$ cat config.mk
export PLATFORM = sky130hd
export DESIGN_NAME = instruction_encoder_flat
export DESIGN_NICKNAME = d
export VERILOG_FILES = /design/src/rtl/aardvark_isa_pkg.sv /design/src/rtl/instruction_encoder_if.sv /design/src/rtl/instr_field_packer.sv /design/src/rtl/instruction_encoder.sv /design/src/flat_wrapper.sv
export SDC_FILE = /design/constraint.sdc
export NUM_CORES = 1
export LEC_CHECK = 0
export CAP_MARGIN = 10
export CORE_MARGIN = 4
export CORE_UTILIZATION = 45
export DETAILED_ROUTE_END_ITERATION = 10
export GPL_ROUTABILITY_DRIVEN = 0
export PLACE_DENSITY = 0.8
export SLEW_MARGIN = 25
export SYNTH_ARGS = -nofsm -noshare
export SYNTH_HDL_FRONTEND = slang
export SYNTH_SLANG_ARGS = --single-unit
export TNS_END_PERCENT = 1
$ cat constraint.sdc
create_clock -name clk -period 2.5 [get_ports clk]
set_clock_uncertainty 0.2 [all_clocks]
set_input_delay 0.375 -clock clk [delete_from_list [all_inputs] [get_ports clk]]
set_output_delay 0.375 -clock clk [all_outputs]
set_load 0.02 [all_outputs]
$ cat src/rtl/aardvark_isa_pkg.sv
// ---------------------------------------------------------------------------
// aardvark_isa_pkg
// Shared ISA definitions for the 8-bit aardvark instruction word. Both the
// encoder and the instruction register decoder import this package.
//   - instruction format encodings (FMT_R / FMT_I / FMT_J / FMT_RSV)
//   - bit positions of every field inside the packed word
//   - encoder FSM state type
// Optional feature macro: ENC_READBACK_EN adds the VERIFY state.
// ---------------------------------------------------------------------------
package aardvark_isa_pkg;

    localparam int WORD_W = 8;

    typedef enum logic [1:0] {
        FMT_R   = 2'd0,
        FMT_I   = 2'd1,
        FMT_J   = 2'd2,
        FMT_RSV = 2'd3   // reserved, always rejected
    } fmt_e;

    // Field positions (LSB of each field) within the packed word.
    localparam int OPCODE_LSB = 5;   // word[7:5]   R/I opcode
    localparam int FUNCT_BIT  = 4;   // word[4]     R/I funct
    localparam int RT_LSB     = 2;   // word[3:2]   R rt, I imm[1:0]
    localparam int RS_LSB     = 0;   // word[1:0]   R/I rs
    localparam int JCLS_LSB   = 6;   // word[7:6]   J jump class = opcode[2:1]
    localparam int JIMM_LSB   = 0;   // word[4:0]   J immediate

    // The J-type jump class is the upper two opcode bits.
    localparam int JCLS_W = 2;

    typedef enum logic [1:0] {
        ST_IDLE   = 2'd0,
        ST_WRITE  = 2'd1,
`ifdef ENC_READBACK_EN
        ST_VERIFY = 2'd2,
`endif
        ST_FULL   = 2'd3
    } enc_state_e;

endpackage

$ cat src/rtl/instruction_encoder_if.sv
// ---------------------------------------------------------------------------
// instruction_encoder_if
// Bundles the field-input handshake, pointer load, memory write/read port and
// status outputs of instruction_encoder.
//   master : program loader / test host side (drives fields, memory read data)
//   slave  : the encoder
// Optional feature macro: ENC_READBACK_EN adds verify_err.
// ---------------------------------------------------------------------------
interface instruction_encoder_if #(
    parameter int ADDR_W = 5
);
    logic              in_valid;
    logic              in_ready;
    logic [1:0]        fmt;
    logic [2:0]        opcode;
    logic              funct;
    logic [1:0]        rt;
    logic [1:0]        rs;
    logic [4:0]        imm;
    logic              addr_load;
    logic [ADDR_W-1:0] addr_value;
    logic              mem_we;
    logic [ADDR_W-1:0] mem_addr;
    logic [7:0]        mem_wdata;
    logic [7:0]        mem_rdata;
    logic              err_illegal;
    logic              full;
    logic [ADDR_W:0]   word_count;
`ifdef ENC_READBACK_EN
    logic              verify_err;
`endif

    modport master (
        output in_valid, fmt, opcode, funct, rt, rs, imm,
               addr_load, addr_value, mem_rdata,
        input  in_ready, mem_we, mem_addr, mem_wdata,
`ifdef ENC_READBACK_EN
               verify_err,
`endif
               err_illegal, full, word_count
    );

    modport slave (
        input  in_valid, fmt, opcode, funct, rt, rs, imm,
               addr_load, addr_value, mem_rdata,
        output in_ready, mem_we, mem_addr, mem_wdata,
`ifdef ENC_READBACK_EN
               verify_err,
`endif
               err_illegal, full, word_count
    );

endinterface

$ cat src/rtl/instr_field_packer.sv
// ---------------------------------------------------------------------------
// instr_field_packer
// Purely combinational: packs instruction fields into one 8-bit word and
// flags bundles that cannot be encoded.
//   fmt_i, opcode_i, funct_i, rt_i, rs_i, imm_i : instruction fields
//   word_o    : packed word (R={op,funct,rt,rs}, I={op,funct,imm[1:0],rs},
//               J={op[2:1],0,imm[4:0]})
//   illegal_o : reserved format, or I-type immediate wider than 2 bits
// ---------------------------------------------------------------------------
module instr_field_packer
    import aardvark_isa_pkg::*;
(
    input  fmt_e        fmt_i,
    input  logic [2:0]  opcode_i,
    input  logic        funct_i,
    input  logic [1:0]  rt_i,
    input  logic [1:0]  rs_i,
    input  logic [4:0]  imm_i,
    output logic [7:0]  word_o,
    output logic        illegal_o
);

    always_comb begin
        // NOTE: every output gets a default before the case so no path
        // leaves it unassigned, which would infer a latch.
        word_o    = '0;
        illegal_o = 1'b0;
        case (fmt_i)
            FMT_R: word_o = {opcode_i, funct_i, rt_i, rs_i};
            FMT_I: begin
                word_o    = {opcode_i, funct_i, imm_i[1:0], rs_i};
                illegal_o = |imm_i[4:2];
            end
            // The decoder reads the jump class from word[7:6] and the
            // immediate from word[4:0]; word[5] belongs to neither, so it is
            // packed as 0 and opcode[0] is dropped for J-type.
            FMT_J:   word_o = {opcode_i[2:1], 1'b0, imm_i};
            default: illegal_o = 1'b1;
        endcase
    end

endmodule

$ cat src/rtl/instruction_encoder.sv
// ---------------------------------------------------------------------------
// instruction_encoder
// Accepts field bundles, packs them (instr_field_packer) and writes each word
// into instruction memory at an auto-incrementing address. Stops accepting
// once address DEPTH-1 has been written; addr_load re-arms it.
//   clk, rst_n : clock, asynchronous active-low reset
//   bus        : instruction_encoder_if.slave (fields, pointer load, memory
//                port, err_illegal / full / word_count status)
// Optional feature macro: ENC_READBACK_EN -- after each write (except the
// last address) read the word back for two cycles and set sticky verify_err
// on a mismatch.
// ---------------------------------------------------------------------------
module instruction_encoder
    import aardvark_isa_pkg::*;
#(
    parameter int ADDR_W = 5,
    parameter int DEPTH  = 32
) (
    input  logic                 clk,
    input  logic                 rst_n,
    instruction_encoder_if.slave bus
);

    localparam logic [ADDR_W:0]   DEPTH_C   = (ADDR_W+1)'(DEPTH);
    localparam logic [ADDR_W-1:0] LAST_ADDR = ADDR_W'(DEPTH - 1);

    enc_state_e        state_q, state_d;
    logic [ADDR_W-1:0] ptr_q, ptr_d;
    logic [ADDR_W-1:0] addr_q, addr_d;
    logic [7:0]        wdata_q, wdata_d;
    logic [ADDR_W:0]   count_q, count_d;
    logic              err_q, err_d;
    logic              live_q;   // holds in_ready low until the first clock after reset
`ifdef ENC_READBACK_EN
    logic              verr_q, verr_d;
    logic              vphase_q, vphase_d;
`else
    logic              unused_rdata;
    assign unused_rdata = ^bus.mem_rdata;
`endif

    logic [7:0] packed_word;
    logic       illegal;
    logic       accept;

    instr_field_packer u_packer (
        .fmt_i    (fmt_e'(bus.fmt)),
        .opcode_i (bus.opcode),
        .funct_i  (bus.funct),
        .rt_i     (bus.rt),
        .rs_i     (bus.rs),
        .imm_i    (bus.imm),
        .word_o   (packed_word),
        .illegal_o(illegal)
    );

    assign bus.in_ready = live_q && (state_q == ST_IDLE) && !bus.addr_load;
    assign accept       = bus.in_valid && bus.in_ready;

    always_comb begin
        state_d = state_q;
        ptr_d   = ptr_q;
        addr_d  = addr_q;
        wdata_d = wdata_q;
        count_d = count_q;
        err_d   = 1'b0;
`ifdef ENC_READBACK_EN
        verr_d   = verr_q;
        vphase_d = 1'b0;
`endif
        case (state_q)
            ST_IDLE: begin
                if (bus.addr_load) begin
                    ptr_d   = bus.addr_value;
                    count_d = '0;
`ifdef ENC_READBACK_EN
                    verr_d  = 1'b0;
`endif
                end else if (accept) begin
                    if (illegal) begin
                        err_d = 1'b1;
                    end else begin
                        addr_d  = ptr_q;
                        wdata_d = packed_word;
                        state_d = ST_WRITE;
                    end
                end
            end
            ST_WRITE: begin
                ptr_d = ptr_q + ADDR_W'(1);
                if (count_q != DEPTH_C) count_d = count_q + (ADDR_W+1)'(1);
                if (addr_q == LAST_ADDR) begin
                    state_d = ST_FULL;
                end else begin
`ifdef ENC_READBACK_EN
                    state_d = ST_VERIFY;
`else
                    state_d = ST_IDLE;
`endif
                end
            end
`ifdef ENC_READBACK_EN
            // Phase 0 presents the address; memory data arrives in phase 1.
            ST_VERIFY: begin
                vphase_d = 1'b1;
                if (vphase_q) begin
                    if (bus.mem_rdata != wdata_q) verr_d = 1'b1;
                    vphase_d = 1'b0;
                    state_d  = ST_IDLE;
                end
            end
`endif
            ST_FULL: begin
                if (bus.addr_load) begin
                    ptr_d   = bus.addr_value;
                    count_d = '0;
                    state_d = ST_IDLE;
`ifdef ENC_READBACK_EN
                    verr_d  = 1'b0;
`endif
                end
            end
            default: state_d = ST_IDLE;
        endcase
    end

    // NOTE: state registers use non-blocking assignments so every flop
    // samples the pre-edge value of every other flop.
    always_ff @(posedge clk or negedge rst_n) begin
        if (!rst_n) begin
            state_q  <= ST_IDLE;
            ptr_q    <= '0;
            addr_q   <= '0;
            wdata_q  <= '0;
            count_q  <= '0;
            err_q    <= 1'b0;
            live_q   <= 1'b0;
`ifdef ENC_READBACK_EN
            verr_q   <= 1'b0;
            vphase_q <= 1'b0;
`endif
        end else begin
            state_q  <= state_d;
            ptr_q    <= ptr_d;
            addr_q   <= addr_d;
            wdata_q  <= wdata_d;
            count_q  <= count_d;
            err_q    <= err_d;
            live_q   <= 1'b1;
`ifdef ENC_READBACK_EN
            verr_q   <= verr_d;
            vphase_q <= vphase_d;
`endif
        end
    end

    assign bus.mem_we      = (state_q == ST_WRITE);
    assign bus.mem_addr    = addr_q;
    assign bus.mem_wdata   = wdata_q;
    assign bus.err_illegal = err_q;
    assign bus.full        = (state_q == ST_FULL);
    assign bus.word_count  = count_q;
`ifdef ENC_READBACK_EN
    assign bus.verify_err  = verr_q;
`endif

endmodule

$ cat src/flat_wrapper.sv
// flat-port wrapper written by rule: the top's interface ports become plain ports
module instruction_encoder_flat import aardvark_isa_pkg::*;
#(
    parameter int ADDR_W = 5,
    parameter int DEPTH  = 32
)
  (clk, rst_n, bus_in_valid, bus_fmt, bus_opcode, bus_funct, bus_rt, bus_rs, bus_imm, bus_addr_load, bus_addr_value, bus_mem_rdata, bus_in_ready, bus_mem_we, bus_mem_addr, bus_mem_wdata, bus_err_illegal, bus_full, bus_word_count);
  instruction_encoder_if #(.ADDR_W(ADDR_W)) bus_i ();
  input  logic clk;
  input  logic rst_n;
  input wire logic [$bits(bus_i.in_valid)-1:0] bus_in_valid;
  input wire logic [$bits(bus_i.fmt)-1:0] bus_fmt;
  input wire logic [$bits(bus_i.opcode)-1:0] bus_opcode;
  input wire logic [$bits(bus_i.funct)-1:0] bus_funct;
  input wire logic [$bits(bus_i.rt)-1:0] bus_rt;
  input wire logic [$bits(bus_i.rs)-1:0] bus_rs;
  input wire logic [$bits(bus_i.imm)-1:0] bus_imm;
  input wire logic [$bits(bus_i.addr_load)-1:0] bus_addr_load;
  input wire logic [$bits(bus_i.addr_value)-1:0] bus_addr_value;
  input wire logic [$bits(bus_i.mem_rdata)-1:0] bus_mem_rdata;
  output wire logic [$bits(bus_i.in_ready)-1:0] bus_in_ready;
  output wire logic [$bits(bus_i.mem_we)-1:0] bus_mem_we;
  output wire logic [$bits(bus_i.mem_addr)-1:0] bus_mem_addr;
  output wire logic [$bits(bus_i.mem_wdata)-1:0] bus_mem_wdata;
  output wire logic [$bits(bus_i.err_illegal)-1:0] bus_err_illegal;
  output wire logic [$bits(bus_i.full)-1:0] bus_full;
  output wire logic [$bits(bus_i.word_count)-1:0] bus_word_count;
  assign bus_i.in_valid = bus_in_valid;
  assign bus_i.fmt = bus_fmt;
  assign bus_i.opcode = bus_opcode;
  assign bus_i.funct = bus_funct;
  assign bus_i.rt = bus_rt;
  assign bus_i.rs = bus_rs;
  assign bus_i.imm = bus_imm;
  assign bus_i.addr_load = bus_addr_load;
  assign bus_i.addr_value = bus_addr_value;
  assign bus_i.mem_rdata = bus_mem_rdata;
  assign bus_in_ready = bus_i.in_ready;
  assign bus_mem_we = bus_i.mem_we;
  assign bus_mem_addr = bus_i.mem_addr;
  assign bus_mem_wdata = bus_i.mem_wdata;
  assign bus_err_illegal = bus_i.err_illegal;
  assign bus_full = bus_i.full;
  assign bus_word_count = bus_i.word_count;
  instruction_encoder #(.ADDR_W(ADDR_W), .DEPTH(DEPTH)) u_core (.clk(clk), .rst_n(rst_n), .bus(bus_i));
endmodule
---- Word-level counts from Yosys, hierarchy flattened ----
Index checks and enable logic that the tools add are counted.
cells by class
  add/subtract/negate cells ............... 2
  eq/ne operators ......................... 12
  muxes and demuxes ....................... 17
  bitwise gates (word level) .............. 2
  reduce and logical (&&, ||, !) cells .... 14
operators with widths
  operator             number
  $pmux 8 s3           1
  $mux 6               2
  $pmux 6 s2           1
  $mux 2               5
  $pmux 5 s2           1
  $reduce_and 4->1     2
  $add 6x1->6 const B  1
  $ne 2x1->1 const B   3
  $ne 2x2->1 const B   3
  $ne 6x6->1 const B   1
  $pmux 2 s3           1
  $add 5x1->5 const B  1
  $eq 5x5->1 const B   1
  $mux 5               1
  $eq 2x1->1 const B   2
  $eq 2x2->1 const B   2
  $logic_not 2->1      2
  $mux 1               4
  $reduce_or 2->1      2
  $logic_and 1x1->1    3
  $reduce_and 3->1     1
  $reduce_or 3->1      1
  $not 1->1            2
  $pmux 1 s2           1
  other kinds (3)      3
word-level totals
  register bits ........................... 28
  bits of input ports ..................... 32
  output and inout port bits .............. 23
  word-level logic and storage cells ...... 54

---- Logic depth before layout (Yosys ltp) ----
  word-level depth ........................ 7
  depth in mapped cells ................... 7
  gate-level depth less buffers ........... 5

---- Hierarchy ----
A second synthesis with hierarchy kept.
unflattened totals
  cells, all modules ...................... 137
  area, all modules ....................... 1552.7 um^2
by module, submodules not included
  module               instances  cells an instance  area an instance (um^2)  sequential area each (um^2)
  instruction_encoder  1          122                1426.4                   700.7
  instr_field_packer   1          15                 126.4                    0.0

---- Least setup slack after synthesis ----
No wires, ideal clock.
  path type ............................... reg-to-reg
  start ................................... register u_core.state_q[0]
  end ..................................... register u_core.addr_q[0], in the netlist u_core.bus.mem_addr[0]
  library setup time ...................... 0.125 ns
  arrival time ............................ 1.616 ns
  data required time ...................... 2.175 ns
  slack ................................... 0.559 ns
  stages on the path, launching flop included .. 7
  path buffers ............................ 1
  clock period less this slack ............ 1.941 ns
  path through ............................ dfrtp_1 > inv_1 > ha_1 > and3b_1 > nand3_2 > buf_6 > mux2_4
on the way
  word-level cells in the longest chain between the ends .. 5
RTL lines
  element                          line                        text
  start, declared                  instruction_encoder.sv:27   enc_state_e state_q, state_d;
  start signal, assigned           instruction_encoder.sv:143  state_q <= state_d;
  $logic_not 2->1                  instruction_encoder.sv:57   assign bus.in_ready = live_q && (state_q == ST_IDLE) && !bus.addr_load;
  $logic_and 1x1->1 (2 in series)  instruction_encoder.sv:57
  via bus_in_ready                 flat_wrapper.sv:21          output wire logic [$bits(bus_i.in_ready)-1:0] bus_in_ready;
  $logic_and 1x1->1                instruction_encoder.sv:58   assign accept = bus.in_valid && bus.in_ready;
  $reduce_and 4->1 (no line)       n/a
  end signal, assigned             instruction_encoder.sv:145  addr_q <= addr_d;
  end, declared                    instruction_encoder.sv:29   logic [ADDR_W-1:0] addr_q, addr_d;
The timed path passes the listed nets, and every way through them passes these cells.
A chain may end at the register's enable or synchronous reset.

---- Worst setup path in the final report ----
  start ................................... register u_core.state_q[1]
  end ..................................... output bus_mem_we
on the way
  word-level cells in the longest chain between the ends .. 1
RTL lines
  element        line                        text
  $eq 2x1->1     instruction_encoder.sv:157  assign bus.mem_we = (state_q == ST_WRITE);
  end, declared  flat_wrapper.sv:22          output wire logic [$bits(bus_i.mem_we)-1:0] bus_mem_we;
No other way between the ends.

==> flow_summary.toml <==
[yosys]
synth-main-ff-cell = "dfrtp_1"
synth_top_area_share_pct = 45.2
synth_compound_area_share_pct = 17.0
synth_top_family_by_area = "compound AO/OA/AOI/OAI gates"
synth_xor_area_share_pct = 0.565
yosysTopAreaCell = "dfrtp_1"
syn_area_sq_mm = 0.00155
syn_area_per_cell_sq_um = 11.6
synth-simple-area-share_pct = 14.1
syn_inst = 134
seq_area_frac_synth_pct = 45.2
async_flop_share_pct = 100
synth_warnings = 0
synth.area.mux_share_pct = 14.6
synthAdderAreaFrac_pct = 5.65
netlist_top_cells_area = "dfrtp_1, mux2_4, ha_1"
ys_types = 46
syn_nets = 173
synth_edf_count = 0
yosys_register_bits = 28

[cells_and_area]
fillers = 284
stdcell_count = 232
drive_gt1_share_pct = 16.1
syn2layout_area_growth_pct = 38.1
n_antenna_cell = 0
fin_nets = 226
finish.utilization_pct = 64.2

[clock_network]
clkTransAtPathRegs_ns = 0.16
root_buffer = "clkbuf_4"
cts_buffers = 3
clk-insertion-delay-late_ns = 0.33
cts_buffer_depth = 2
clock-sinks = 28
htree_levels = 1
cts_tree = "yes"

[setup_path]
cp_cell_sequence = "inv_1, ha_2, clkdlybuf4s50_1"
worstSetupPathType = "reg2out"
crit_required_ns = 1.92
r2r_cells = 5
critPathArrivalTime_ns = 1.77
critPathLaunch = "u_core.state_q[1]"
endpoint = "bus_mem_we"
critical_path.slowest_cell = "clkdlybuf4s50_1"
cp-start-kind = "flip-flop"
worstPathMaxFanout = 9
rr_startpoint = "u_core.state_q[0]"
timing.rr.end = "u_core.bus.word_count[5]"
rrSetupSlack_ns = 0.51
cpPeakStageDelay_ns = 0.63
endpoint_kind = "primary output"

[hold_path]
hp-class = "in2async"

[pwr]
p_switching_mw = 0.777
clkPwrFrac_pct = 14.1
worst_ir_drop_vdd_mv = 0.578
switching_share_pct = 36.6
powerDensity_mw_per_mm2 = 990
seq_power_share_pct = 36.8
leakage_nw = 0.959
internal_power_mw = 1.34
power_frac_comb_pct = 49.1
p_total_mw = 2.12

[floorplan]
initial_core_util_pct = 46.5
coreArea_sq_mm = 0.00334
die_h_um = 66.7
dieArea_sq_mm = 0.00445
boundaryPins = 55
rows = 21
die_w_um = 66.7

[global_routing]
overflow = 0
grt_max_degree = 29
grt_pass1_vias = 1328
grt_usage_pct = 16.8
antenna_found_initial = 0
grt_pass1_wl_um = 5830

[drt]
postRouteAntennaNets = 0
post_drt_via_cell_ratio = 5.47
wl_met3_um = 256
top_layer = "met4"
firstDrtPassIters = 4
drt-total-wl_um = 3570
route.met2.wl_um = 1670
vias = 1270
first_iter_violations = 59
wl_met1_um = 1610
wire_per_inst_um = 15.4
drcViolationCount = 0

[timing]
setup_tns_ns = 0
setup_viol = 0
slew_viol_final = 0
hold_viol = 0
min_period_ns = 2.34
worst_slack_ns = 0.155
fmax_mhz = 426
fin_crit_sh_pct = 93.8
rsz0062_at_grt = "no"

[outcome]
status = "finished clean"

[flow_run]
cap_violations = 0

[placed_design]
place_ws_ns = 0.0954
placedCellCount = 228
post-dp-hpwl_um = 2710
io_buffers = 46
==> stage by stage <==
stage | hold slack (ns) | area (sq um)
3_5_place_dp | 0.292 | 2090
3_3_place_gp | 0.289 | 2090
2_1_floorplan | -0.121 | 1550
6_report | 0.195 | 2140
5_1_grt | 0.224 | 2140
4_1_cts | 0.195 | 2140
==> flip-flops by register name, summed over array words and instances (netlist names) <==
signal / cells
u_core.state_q: 2
u_core.ptr_q: 5
u_core.live_q: 1
u_core.bus.err_illegal: 1
u_core.bus.word_count: 6
u_core.bus.mem_addr: 5
u_core.bus.mem_wdata: 8
==> cells by family (layout without fill, tap and decap cells) <==
kind of cell	Yosys count	after routing
flip-flops	28	28
adder cells (fa/ha/maj)	7	7
multiplexers	17	17
AO/OA/AOI/OAI	32	32
XOR/XNOR	1	1
AND/OR/NAND/NOR	39	39
other	1	1
buffers and inverters	9	61
==> cells in the final DEF, fill, tap and decap left out, types with 2 or more instances in the layout <==
master | synthesis | layout
nand2_1 | 7 | 7
clkdlybuf4s50_1 | 0 | 45
dfrtp_1 | 28 | 28
and3_1 | 2 | 2
and2_1 | 3 | 3
o22ai_1 | 2 | 2
a21o_1 | 2 | 2
nand4_1 | 3 | 3
a211o_1 | 2 | 2
ha_1 | 7 | 6
nor2b_1 | 3 | 3
buf_4 | 0 | 5
mux2_4 | 10 | 10
inv_1 | 6 | 6
o21ai_0 | 2 | 2
o41ai_1 | 2 | 2
mux2i_1 | 2 | 2
mux2_2 | 4 | 4
a21oi_1 | 4 | 4
nand3_1 | 3 | 3
o2bb2ai_1 | 2 | 2
clkbuf_4 | 0 | 3
nand2b_1 | 2 | 2
a22o_1 | 3 | 3
nor2_1 | 9 | 9
a2111oi_0 | 2 | 2
==> worst min-delay path by stage <==
stage                               to  slack [ns]  cells past startpoint
6_report       u_core.bus.mem_wdata[7]        0.20                      2
5_1_grt        u_core.bus.mem_wdata[6]        0.22                      2
4_1_cts        u_core.bus.mem_wdata[7]        0.19                      2
3_5_place_dp   u_core.bus.mem_wdata[1]        0.29                      1
3_3_place_gp   u_core.bus.mem_wdata[5]        0.29                      1
2_1_floorplan   u_core.bus.err_illegal       -0.12                      0
==> power groups by stage <==
| stage | Clock [mW] | Sequential (mW) | Combinational [mW] |
|---|---|---|---|
| 6_report | 0.299 | 0.780 | 1.04 |
| 5_1_grt | 0.320 | 0.807 | 1.13 |
| 4_1_cts | 0.306 | 0.777 | 1.05 |
| 3_5_place_dp | 0 | 0.787 | 1.05 |
| 3_3_place_gp | 0 | 0.773 | 1.02 |
| 2_1_floorplan | 0 | 0.906 | 0.486 |
==> metal layers <==
metal | global-route usage, % | up-vias
met3 | 3.20 | 4
li1 | - | 602
met4 | 5.08 | 0
met5 | 0 | -
met1 | 20.9 | 621
met2 | 29.3 | 43
==> synthesized netlist by cell type, types with 3 or more instances <==
cell / number
dfrtp_1: 28
mux2_4: 10
nor2_1: 9
ha_1: 7
nand2_1: 7
inv_1: 6
a21oi_1: 4
mux2_2: 4
a22o_1: 3
and2_1: 3
nand3_1: 3
nand4_1: 3
nor2b_1: 3
==> worst max-delay path, delay by kind of cell (launching register included) <==
family	cells	cell delay (ns)
buf+inv	2	0.73
fa+ha+maj	1	0.27
flops	1	0.44
==> timing repair <==
| action | 4_1_cts | 5_1_grt |
|---|---|---|
| endpoints found under the setup margin | 1 | 1 |
| hold buffers | 0 | 0 |
| endpoints found under the hold margin | 0 | 0 |
| gates cloned | 0 | 0 |
| buffers inserted | 0 | 0 |
| resized for setup | 1 | 1 |
==> area by class of cell <==
| cell class | instances | area (sq um) | share of cell area, % |
|---|---|---|---|
| Timing Repair Buffer | 51 | 497 | 23.2 |
| Clock buffer | 3 | 22.5 | 1.05 |
| Multi-Input combinational cell | 97 | 812 | 37.9 |
| Clock inverter | 1 | 30.0 | 1.40 |
| Inverter | 6 | 22.5 | 1.05 |
| Sequential cell | 28 | 701 | 32.7 |
| Tap cell | 46 | 57.6 | 2.69 |
No activity file was read; power rests on OpenSTA's default activity.
